===== src/rtl/uart_pkg.sv =====
// Shared UART definitions: FSM states, data width and bit-timing helper.
// Used by both the receiver and the transmitter.
package uart_pkg;

    localparam int DATA_BITS = 8;

    typedef enum logic [2:0] {
        WAIT_IDLE,
        IDLE,
        START,
        DATA,
        PARITY,
        STOP
    } state_t;

    function automatic int ticks_per_bit(input int freq, input int baud);
        return freq / baud;
    endfunction

endpackage


===== src/rtl/uart_sync.sv =====
// Two-flop synchronizer for an asynchronous input line.
// Reset value is parameterised so an idle-high line resets to idle.
module uart_sync #(
    parameter logic RESET_VAL = 1'b1
) (
    input  logic clk,
    input  logic rst_n,
    input  logic d,
    output logic q
);

    logic s1;

    // Two-stage capture of the asynchronous input
    always_ff @(posedge clk or negedge rst_n) begin
        if (!rst_n) begin
            s1 <= RESET_VAL;
            q  <= RESET_VAL;
        end else begin
            s1 <= d;
            q  <= s1;
        end
    end

endmodule


===== src/rtl/uart_rx.sv =====
// 8N1 UART receiver with mid-bit sampling and framing-error strobe.
// Define UART_RX_PARITY_EN to add an even-parity bit and o_parity_err.
module uart_rx
    import uart_pkg::*;
#(
    parameter int ClockFrequency = 50_000_000,
    parameter int BaudRate       = 2_340_000
) (
    input  logic       CLK,
    input  logic       RST,
    input  logic       i_data,
    output logic [7:0] o_frame,
    output logic       o_valid,
    output logic       o_frame_err,
`ifdef UART_RX_PARITY_EN
    output logic       o_parity_err,
`endif
    output logic       o_busy
);

    localparam int TicksPerBit = ticks_per_bit(ClockFrequency, BaudRate);
    localparam int HalfBit     = TicksPerBit / 2;
    localparam int TW          = $clog2(TicksPerBit);
`ifdef UART_RX_PARITY_EN
    localparam int BW          = 4;
`else
    localparam int BW          = 3;
`endif

    logic          rxs;
    state_t        state, state_n;
    logic [TW-1:0] tick, tick_n;
    logic [BW-1:0] bit_cnt, bit_n;
    logic [7:0]    shreg, sh_n;
    logic [7:0]    frame_n;
    logic          valid_n, ferr_n;
    logic          tick_end, half_end;
`ifdef UART_RX_PARITY_EN
    logic          par_q, par_n, perr_n;
`endif

    uart_sync #(.RESET_VAL(1'b1)) u_sync (
        .clk   (CLK),
        .rst_n (RST),
        .d     (i_data),
        .q     (rxs)
    );

    assign tick_end = (tick == TW'(TicksPerBit - 1));
    assign half_end = (tick == TW'(HalfBit - 1));
    assign o_busy   = (state != IDLE);

    // State, counters and registered outputs
    always_ff @(posedge CLK or negedge RST) begin
        if (!RST) begin
            state       <= WAIT_IDLE;
            tick        <= '0;
            bit_cnt     <= '0;
            shreg       <= '0;
            o_frame     <= '0;
            o_valid     <= 1'b0;
            o_frame_err <= 1'b0;
`ifdef UART_RX_PARITY_EN
            par_q        <= 1'b0;
            o_parity_err <= 1'b0;
`endif
        end else begin
            state       <= state_n;
            tick        <= tick_n;
            bit_cnt     <= bit_n;
            shreg       <= sh_n;
            o_frame     <= frame_n;
            o_valid     <= valid_n;
            o_frame_err <= ferr_n;
`ifdef UART_RX_PARITY_EN
            par_q        <= par_n;
            o_parity_err <= perr_n;
`endif
        end
    end

    // Next-state, sampling and strobe decisions
    always_comb begin
        state_n = state;
        tick_n  = tick;
        bit_n   = bit_cnt;
        sh_n    = shreg;
        frame_n = o_frame;
        valid_n = 1'b0;
        ferr_n  = 1'b0;
`ifdef UART_RX_PARITY_EN
        par_n   = par_q;
        perr_n  = 1'b0;
`endif
        unique case (state)
            WAIT_IDLE: begin
                if (rxs) state_n = IDLE;
            end
            IDLE: begin
                if (!rxs) begin
                    state_n = START;
                    tick_n  = '0;
                    bit_n   = '0;
                end
            end
            START: begin
                if (half_end) begin
                    tick_n  = '0;
                    state_n = rxs ? IDLE : DATA;
                end else begin
                    tick_n = tick + 1'b1;
                end
            end
            DATA: begin
                if (tick_end) begin
                    tick_n = '0;
                    sh_n   = {rxs, shreg[7:1]};
                    bit_n  = bit_cnt + 1'b1;
                    if (bit_cnt == BW'(DATA_BITS - 1)) begin
`ifdef UART_RX_PARITY_EN
                        state_n = PARITY;
`else
                        state_n = STOP;
`endif
                    end
                end else begin
                    tick_n = tick + 1'b1;
                end
            end
`ifdef UART_RX_PARITY_EN
            PARITY: begin
                if (tick_end) begin
                    tick_n  = '0;
                    par_n   = rxs;
                    state_n = STOP;
                end else begin
                    tick_n = tick + 1'b1;
                end
            end
`endif
            STOP: begin
                if (tick_end) begin
                    tick_n = '0;
`ifdef UART_RX_PARITY_EN
                    perr_n = (par_q != ^shreg);
`endif
                    if (rxs) begin
                        state_n = IDLE;
`ifdef UART_RX_PARITY_EN
                        if (par_q == ^shreg) begin
                            frame_n = shreg;
                            valid_n = 1'b1;
                        end
`else
                        frame_n = shreg;
                        valid_n = 1'b1;
`endif
                    end else begin
                        // Line held low: wait for idle before rearming
                        ferr_n  = 1'b1;
                        state_n = WAIT_IDLE;
                    end
                end else begin
                    tick_n = tick + 1'b1;
                end
            end
            default: state_n = WAIT_IDLE;
        endcase
    end

endmodule


===== config.mk =====
export PLATFORM = sky130hd
export DESIGN_NAME = uart_rx
export DESIGN_NICKNAME = d
export VERILOG_FILES = /design/src/rtl/uart_pkg.sv /design/src/rtl/uart_sync.sv /design/src/rtl/uart_rx.sv
export SDC_FILE = /design/constraint.sdc
export NUM_CORES = 1
export LEC_CHECK = 0
export CELL_PAD_IN_SITES_DETAIL_PLACEMENT = 0
export CELL_PAD_IN_SITES_GLOBAL_PLACEMENT = 1
export CORE_ASPECT_RATIO = 0.9
export CORE_MARGIN = 2
export CORE_UTILIZATION = 45
export DETAILED_ROUTE_END_ITERATION = 6
export PLACE_DENSITY_LB_ADDON = 0.3
export SLEW_MARGIN = 20
export SYNTH_ARGS = -nofsm -noshare
export SYNTH_HDL_FRONTEND = slang
export SYNTH_SLANG_ARGS = --single-unit

===== constraint.sdc =====
create_clock -name CLK -period 2.1 [get_ports CLK]
set_input_delay 0.42 -clock CLK [delete_from_list [all_inputs] [get_ports CLK]]
set_output_delay 0.42 -clock CLK [all_outputs]
set_load 0.03 [all_outputs]

# Word level (Yosys, flattened, before mapping)
# Cells that the tools add are included.
# totals
ff_bits	31
in_bits	3
output_inout_bits	11
# classes
n_addsub	2
n_eq_ne	14
n_mux	22
reduce_logical	9
# op_table
operator	count
$mux 3	8
$mux 5	3
$pmux 3 s5	1
$pmux 5 s3	1
$ne 2x2->1 const B	5
$mux 1	7
$eq 3x2->1 const B	2
$eq 3x3->1 const B	2
$pmux 3 s2	1
$reduce_and 3->1	2
$reduce_and 6->1	1
$add 5x1->5 const B	1
$eq 5x4->1 const B	1
$eq 5x5->1 const B	1
$reduce_and 2->1	2
$add 3x1->3 const B	1
$eq 3x1->1 const B	1
$logic_not 3->1	1
$ne 3x1->1 const B	1
$reduce_bool 3->1	1
$mux 2	1
$ne 2x1->1 const B	1
$reduce_bool 2->1	1
$reduce_or 2->1	1

# Depth between registers and ports, before layout
# Gate-level depths: netlist of run 1.
# logic_depth
ltp_word	4
depth_mapped	8
ltp_nobuf	6

# Hierarchy
# A second synthesis of run 1 with hierarchy kept.
# hier_totals
hier_cells	114
area_unflattened_um2	1415.1
# by_module_without_submodules
mod	instances	cells_per_inst	area_each_um2	seq_area_each_um2
uart_rx	1	112	1362.6	725.7
uart_sync	1	2	52.6	52.6

# Least setup slack after synthesis of run 1
# OpenSTA, ideal clock, no wires.
# synth_timing
path_kind	register to register
from	register tick[0]
to	register shreg[4]
arrival_ns	1.467
t_required_ns	1.975
path_slack_ns	0.507
path_stages_with_launch	8
path_buffers	2
path_cell_list	dfrtp_1 -> inv_1 -> ha_1 -> and4b_1 -> buf_6 -> nand3_4 -> buf_6 -> mux2_4
# synth_via
elab_chain_len	2
# synth_lines
element	line	text
from (decl)	uart_rx.sv:32	logic [TW-1:0] tick, tick_n;
from (signal assigned)	uart_rx.sv:69	tick <= tick_n;
$eq 5x5->1	uart_rx.sv:49	assign tick_end = (tick == TW'(TicksPerBit - 1));
$reduce_and 2->1 (no line)	n/a	
to (signal assigned)	uart_rx.sv:71	shreg <= sh_n;
to (decl)	uart_rx.sv:34	logic [7:0] shreg, sh_n;
# Every way passes these cells.
# A chain may end at the register's enable or synchronous reset.

# Worst setup path in the final report of run 1
# layout_timing
from	register state[1]
to	output port o_busy
# layout_via
elab_chain_len	1
# layout_lines
element	line	text
from (decl)	uart_rx.sv:31	state_t state, state_n;
from (signal assigned)	uart_rx.sv:68	state <= state_n;
$ne 3x1->1	uart_rx.sv:51	assign o_busy = (state != IDLE);
to (decl)	uart_rx.sv:18	output logic o_busy
# Every way passes these cells.

==> reports/results.ini, run 1 <==
[yosys]
synth-edff-count=0
async_flop_share_pct=100
yosysSeqAreaShare_pct=53.5
avgSynthCellArea_um2=12.4
synth_top_cells_by_count=dfrtp_1, mux2_2, inv_1, nand3_1
netlist_area_um2=1450
mappedNetlistNets=125
yosysMostFrequentCell=dfrtp_1
synth_top_area_share_pct=49.9
yosys_register_bits=31
yosysTopAreaCell=dfrtp_1
yosys_warnings=0
yosys.cell_types.count=37
synth_cells=117
synthFlopType=dfrtp_1
synthTopCellsByArea=dfrtp_1, mux2_2, ha_1

[timing]
slew_headroom_pct=73.8
setup_viol=0
fin_tns_setup_ns=0
period_share_pct=89.6
drv_slew=0
fin_ws_ns=0.218
worst_pin_slew_ns=0.393
max_freq_ghz=0.531
finClkSkew_ns=0.0168
min_period_ns=1.88
hold_viol_final=0
rsz0062_at_grt=false

[setup_path]
cp_num_buf_inv=1
critPathMaxStageDelay_ns=0.39
arrival_ns=1.46
reg2reg_from=tick[0]
cp_max_fo=4
cp_slowest_cell=dfrtp_1
crit_required_ns=1.68
worstSetupPathType=register to primary output
path_delay_family=simple AND/OR/NAND/NOR gates
setup.worst_path.end_class=primary output
start_kind=register
crit_chain=and2b_1 -> nand2b_1 -> dlygate4sd2_1
cp-startpoint=state[1]

[floorplan]
die_area_um2=3700
fp.dieW_um=63.9
core.rowCount=19
die_y_um=57.9
start_util_pct=47.4
core_um2=3070
io_pins=14

[cts]
cts.clk_slew.worst_paths_ns=0.11
cts_buffers=5
htreeDepth=2
cts_hold_buf=0
cts_max_path_buffers=2
clock_latency_ns=0.32
ctsRootBufferMaster=clkbuf_4
cts_sinks=31
cts_tree=done

[finish]
fillerInstances=250
fin_util_pct=54.9
syn2layout_area_growth_pct=15.8
nets=144
antenna_cells=0
multi_input_area_um2=601
drive_above_1_share_pct=24.3
regArea_um2=778

[drt]
ant_nets=0
drt_iter0_markers=37
vias=916
drc=0
routedWlPerCell_um=13.9
dr.pass1.iters=4
avgViaCountPerCell=5.15
wl_mm=2.48

[status]
status=finished, final reports clean

[grt]
grt_max_degree=32
gr-total-overflow=0
use_met2_pct=23.7
globalRouteMet3Util_pct=5.05
antenna_found_initial=0
first_global_vias=909
grt_first_pass_wirelength_mm=4.34
grt_util_all_layers_pct=15.4
busiest_layer=met2
use_met1_pct=20.5

[power_and_ir_drop]
leakagePower_nw=0.812
p_per_area_nw_per_um2=934
ir_worst_vdd_mv=0.351

[place]
dp_hpwl_mm=1.73
gp_congestion=0.754
place_ws_ns=0.326
port_buffers=13

[worst_hold_path]
min-delay-start=u_sync.s1
hold_class=register to register

[run]
drv_cap=0

[layer usage]
layer  vias to the layer above  part of all wire, %
li1                        451                    -
met1                       444                   47
met2                        16                   48
met3                         5                  3.6
met4                         0                 0.97
met5                         -                    0
[repair_timing]
item                                    4_1_cts  5_1_grt
resized for setup                             1        0
endpoints found under the setup margin        1        0
setup buffers                                 0        0
[stage by stage]
stage / total power (W) / hold slack, ns / std cells / cell area (µm²)
after floorplan: 0.00109 / 0.124 / 117 / 1450
after CTS: 0.00159 / 0.361 / 178 / 1680
after detailed placement: 0.00124 / 0.347 / 171 / 1630
final: 0.00157 / 0.359 / 178 / 1680
after global routing: 0.00170 / 0.371 / 178 / 1680
after global placement: 0.00123 / 0.347 / 171 / 1630
[placed cells by master (no fill, tap or decap), types with 2 or more instances in the layout]
cell type,Yosys,layout
nand3_1,8,8
clkdlybuf4s50_1,0,12
buf_4,1,5
o21ai_0,5,5
a21oi_1,5,5
dfstp_2,2,2
inv_1,8,8
nor3_1,2,2
nand2_1,4,4
and2b_1,2,2
clkbuf_4,0,5
a211oi_1,2,2
mux2_2,11,11
nand2b_1,2,2
mux2_4,4,4
ha_1,5,5
nor2_1,3,3
dfrtp_1,29,29
[flip-flops by register name (all words and copies together), names as in the netlist]
register / cells
bit_cnt: 3
o_frame: 8
o_frame_err: 1
o_valid: 1
shreg: 8
state: 3
tick: 5
u_sync.q: 1
u_sync.s1: 1
[power breakdown]
| group | total [W] | switching (W) | internal, W |
|---|---|---|---|
| Sequential | 0.000731 | 0.0000632 | 0.000668 |
| Combinational | 0.000493 | 0.000284 | 0.000209 |
| Clock | 0.000350 | 0.000195 | 0.000155 |
| Total | 0.00157 | 0.000542 | 0.00103 |
[path summary, 6_finish.rpt]
path                            endpoint  slack [ns]  depth (start not counted)
worst max-delay path              o_busy        0.22                          3
worst min-delay path            u_sync.q        0.36                          0
max in group asynchronous       u_sync.q        1.29                          2
worst min register to register  u_sync.q        0.36                          0
min in group asynchronous       state[0]        0.47                          2
worst max register to register  shreg[4]        0.31                          5
[logic make-up after synthesis]
family | count (synthesis) | synth area share [%]
compound gates | 20 | 8.86
xor+xnor | 1 | 0.603
fa+ha+maj | 5 | 4.30
buf+inv | 14 | 5.16
flops | 31 | 53.5
mux | 17 | 14.1
simple gates | 29 | 13.4
[area by class of cell]
cell class / instances / area share (%)
Sequential cell: 31 / 46.2
Multi-Input combinational cell: 72 / 35.7
Timing Repair Buffer: 18 / 9.88
Tap cell: 42 / 3.12
Clock buffer: 6 / 3.05
Inverter: 8 / 1.78
Clock inverter: 1 / 0.297
Note: power is estimated with default switching activity, not from simulation.
==> run 2, diff against run 1 <==
--- a/config.mk
+++ b/config.mk
@@ -15,4 +15,6 @@
 export SLEW_MARGIN = 20
 export SYNTH_ARGS = -nofsm -noshare
 export SYNTH_HDL_FRONTEND = slang
+export SYNTH_HIERARCHICAL = 1
 export SYNTH_SLANG_ARGS = --single-unit
+export TNS_END_PERCENT = 10
==> run 2 against run 1 <==
Critical endpoint unchanged; via count is 1.4% higher; cell count stayed put; global-route usage is 0.14 points higher; total power is 0.50% higher; register-to-register slack better by 0.07 ns; sequential cell count stayed put; critical path depth stayed put; worst setup slack worse by 0.029 ns; largest cell class unchanged; non-clock buffer count stayed put.
==> reports/results.ini, run 2 <==
[status]
status=finished, final reports clean  ; unchanged

[floorplan]
core.rowCount=19  ; unchanged
core_um2=3020  ; was 3070 µm²
fp.dieW_um=63.1  ; was 63.9 µm
start_util_pct=46.9  ; was 47.4%
die_area_um2=3610  ; was 3700 µm²
die_y_um=57.2  ; was 57.9 µm
io_pins=14  ; unchanged

[place]
port_buffers=13  ; unchanged
dpl.cell_count=170  ; was 171
place_ws_ns=0.256  ; was 0.326 ns
gp_congestion=0.809  ; was 0.754
dp_hpwl_mm=1.69  ; was 1.73 mm

[finish]
multi_input_area_um2=594  ; was 601 µm²
syn2layout_area_growth_pct=18.3  ; was 15.8%
finalNonFillerCells=178  ; unchanged
drive_above_1_share_pct=29.4  ; was 24.3%
final_cell_mix=dfrtp_1, mux2_2, clkdlybuf4s50_1  ; was dfrtp_1, clkdlybuf4s50_1, mux2_2, inv_1, nand3_1
fin_util_pct=55.4  ; was 54.9%
fillerInstances=275  ; was 250
layout_commonest_cell=dfrtp_1  ; unchanged
antenna_cells=0  ; unchanged
regArea_um2=778  ; unchanged
reg.largest.list=o_frame: 8 flops, shreg: 8 flops, tick: 5 flops  ; unchanged
nets=143  ; was 144

[grt]
grt_util_all_layers_pct=15.5  ; was 15.4%
gr-total-overflow=0  ; unchanged
antenna_found_initial=0  ; unchanged
grt_first_pass_wirelength_mm=4.27  ; was 4.34 mm
grt_max_degree=32  ; unchanged
first_global_vias=944  ; was 909

[setup_path]
path_delay_family=flip-flops  ; was simple AND/OR/NAND/NOR gates
critPathMaxStageDelay_ns=0.46  ; was 0.39 ns
crit_chain=and2b_2 -> nand2b_1 -> dlygate4sd2_1  ; was and2b_1 -> nand2b_1 -> dlygate4sd2_1
setup.worst_path.end_class=primary output  ; unchanged
worstSetupPathType=register to primary output  ; unchanged
crit_required_ns=1.68  ; about the same
cp_max_fo=8  ; was 4
start_kind=register  ; unchanged
cp_num_buf_inv=1  ; unchanged
arrival_ns=1.49  ; was 1.46 ns
cp_slowest_cell=dfrtp_1  ; unchanged

[yosys]
yosysSeqAreaShare_pct=55.0  ; was 53.5%
netlist_area_um2=1420  ; was 1450 µm²
synth_top_cells_by_count=dfrtp_1, mux2_2  ; was dfrtp_1, mux2_2, inv_1, nand3_1
synthTopCellsByArea=dfrtp_1, mux2_2, ha_1  ; unchanged
synthFlopType=dfrtp_1  ; unchanged
synth_top_area_share_pct=51.3  ; was 49.9%
synth-edff-count=0  ; unchanged
synth_cells=114  ; was 117
yosys_warnings=6  ; was 0
yosysTopAreaCell=dfrtp_1  ; unchanged
async_flop_share_pct=100  ; unchanged
yosysMostFrequentCell=dfrtp_1  ; unchanged
yosys_register_bits=31  ; unchanged
mappedNetlistNets=122  ; was 125
avgSynthCellArea_um2=12.4  ; about the same
yosys.cell_types.count=34  ; was 37

[cts]
clock_latency_ns=0.32  ; about the same
post_cts_buffers=0  ; unchanged
cts_sinks=31  ; unchanged
ctsRootBufferMaster=clkbuf_4  ; unchanged
cts_buffers=5  ; unchanged
cts.clk_slew.worst_paths_ns=0.09  ; was 0.11 ns
cts_max_path_buffers=2  ; unchanged
htreeDepth=2  ; unchanged
cts_tree=done  ; unchanged
cts_hold_buf=0  ; unchanged

[drt]
vias=929  ; was 916
drt_iter0_markers=43  ; was 37
drc=0  ; unchanged
ant_nets=0  ; unchanged
avgViaCountPerCell=5.22  ; was 5.15
routedWlPerCell_um=13.4  ; was 13.9 µm
wl_mm=2.39  ; was 2.48 mm
dr.pass1.iters=4  ; unchanged

[timing]
period_share_pct=91.0  ; was 89.6%
max_freq_ghz=0.523  ; was 0.531 GHz
fin_ws_ns=0.188  ; was 0.218 ns
slew_headroom_pct=66.0  ; was 73.8%
hold_viol_final=0  ; unchanged
drv_slew=0  ; unchanged
min_period_ns=1.91  ; was 1.88 ns
finClkSkew_ns=0.00522  ; was 0.0168 ns
rsz0062_at_grt=false  ; unchanged
fin_tns_setup_ns=0  ; unchanged
whs_ns=0.364  ; was 0.359 ns
setup_viol=0  ; unchanged
worst_pin_slew_ns=0.508  ; was 0.393 ns

[run]
drv_cap=0  ; unchanged

[power_and_ir_drop]
leakagePower_nw=0.803  ; was 0.812 nW
ir_worst_vdd_mv=0.426  ; was 0.351 mV
p_per_area_nw_per_um2=945  ; was 934 nW/µm²

[worst_hold_path]
hold_class=register to register  ; unchanged

run 2: worst register-to-register path, cell delays in order, from the launching register on:
cell,delay (ns)
dfrtp_1,0.42
inv_1,0.10
ha_1,0.16
and4b_1,0.24
nand4_2,0.31
mux2_2,0.38
run 2: report_power, final:
| group | internal (W) | switching, W | leakage [nW] |
|---|---|---|---|
| Combinational | 0.000202 | 0.000256 | 0.356 |
| Clock | 0.000162 | 0.000185 | 0.0353 |
| Sequential | 0.000682 | 0.0000937 | 0.412 |
| Total | 0.00105 | 0.000535 | 0.803 |
run 2: through the flow:
| stage | cell area (µm²) | power [W] |
|---|---|---|
| 3_5_place_dp | 1620 | 0.00125 |
| 5_1_grt | 1670 | 0.00171 |
| 3_3_place_gp | 1620 | 0.00123 |
| 4_1_cts | 1670 | 0.00160 |
| 6_report | 1670 | 0.00158 |
| 2_1_floorplan | 1420 | 0.00111 |
run 2: repair_timing:
action	4_1_cts	5_1_grt
endpoints found under the hold margin	0	0
endpoints found under the setup margin	1	0
resized for setup	1	0
run 2: logic make-up after synthesis:
kind of cell	count (synthesis)	synth area share (%)
fa+ha+maj	5	4.42
flops	31	55.0
simple gates	32	14.0
compound gates	18	9.11
mux	18	14.5
buf+inv	10	3.01
run 2: worst paths after layout:
path,from,end,slack [ns],cells after the start
max,state[0],o_busy,0.19,3
min,u_sync/s1,u_sync/q,0.36,0
max reg2reg,tick[0],o_frame[7],0.38,5
min reg2reg,u_sync/s1,u_sync/q,0.36,0
max in group asynchronous,RST,u_sync/s1,1.29,2
min in group asynchronous,RST,tick[2],0.49,2
run 2: cell type report:
class                      instances  area share, %
tap                               42           3.14
multi-input combinational         73           35.5
timing repair buffer              18           9.94
clock buffer                       7           3.29
inverter                           6           1.35
sequential                        31           46.5
clock inverter                     1          0.299
run 2: routing by layer:
metal	wire length [µm]	track usage, %
met5	0	0
met1	1100	19.4
met4	45	6.67
met2	1110	25.1
met3	130	4.93
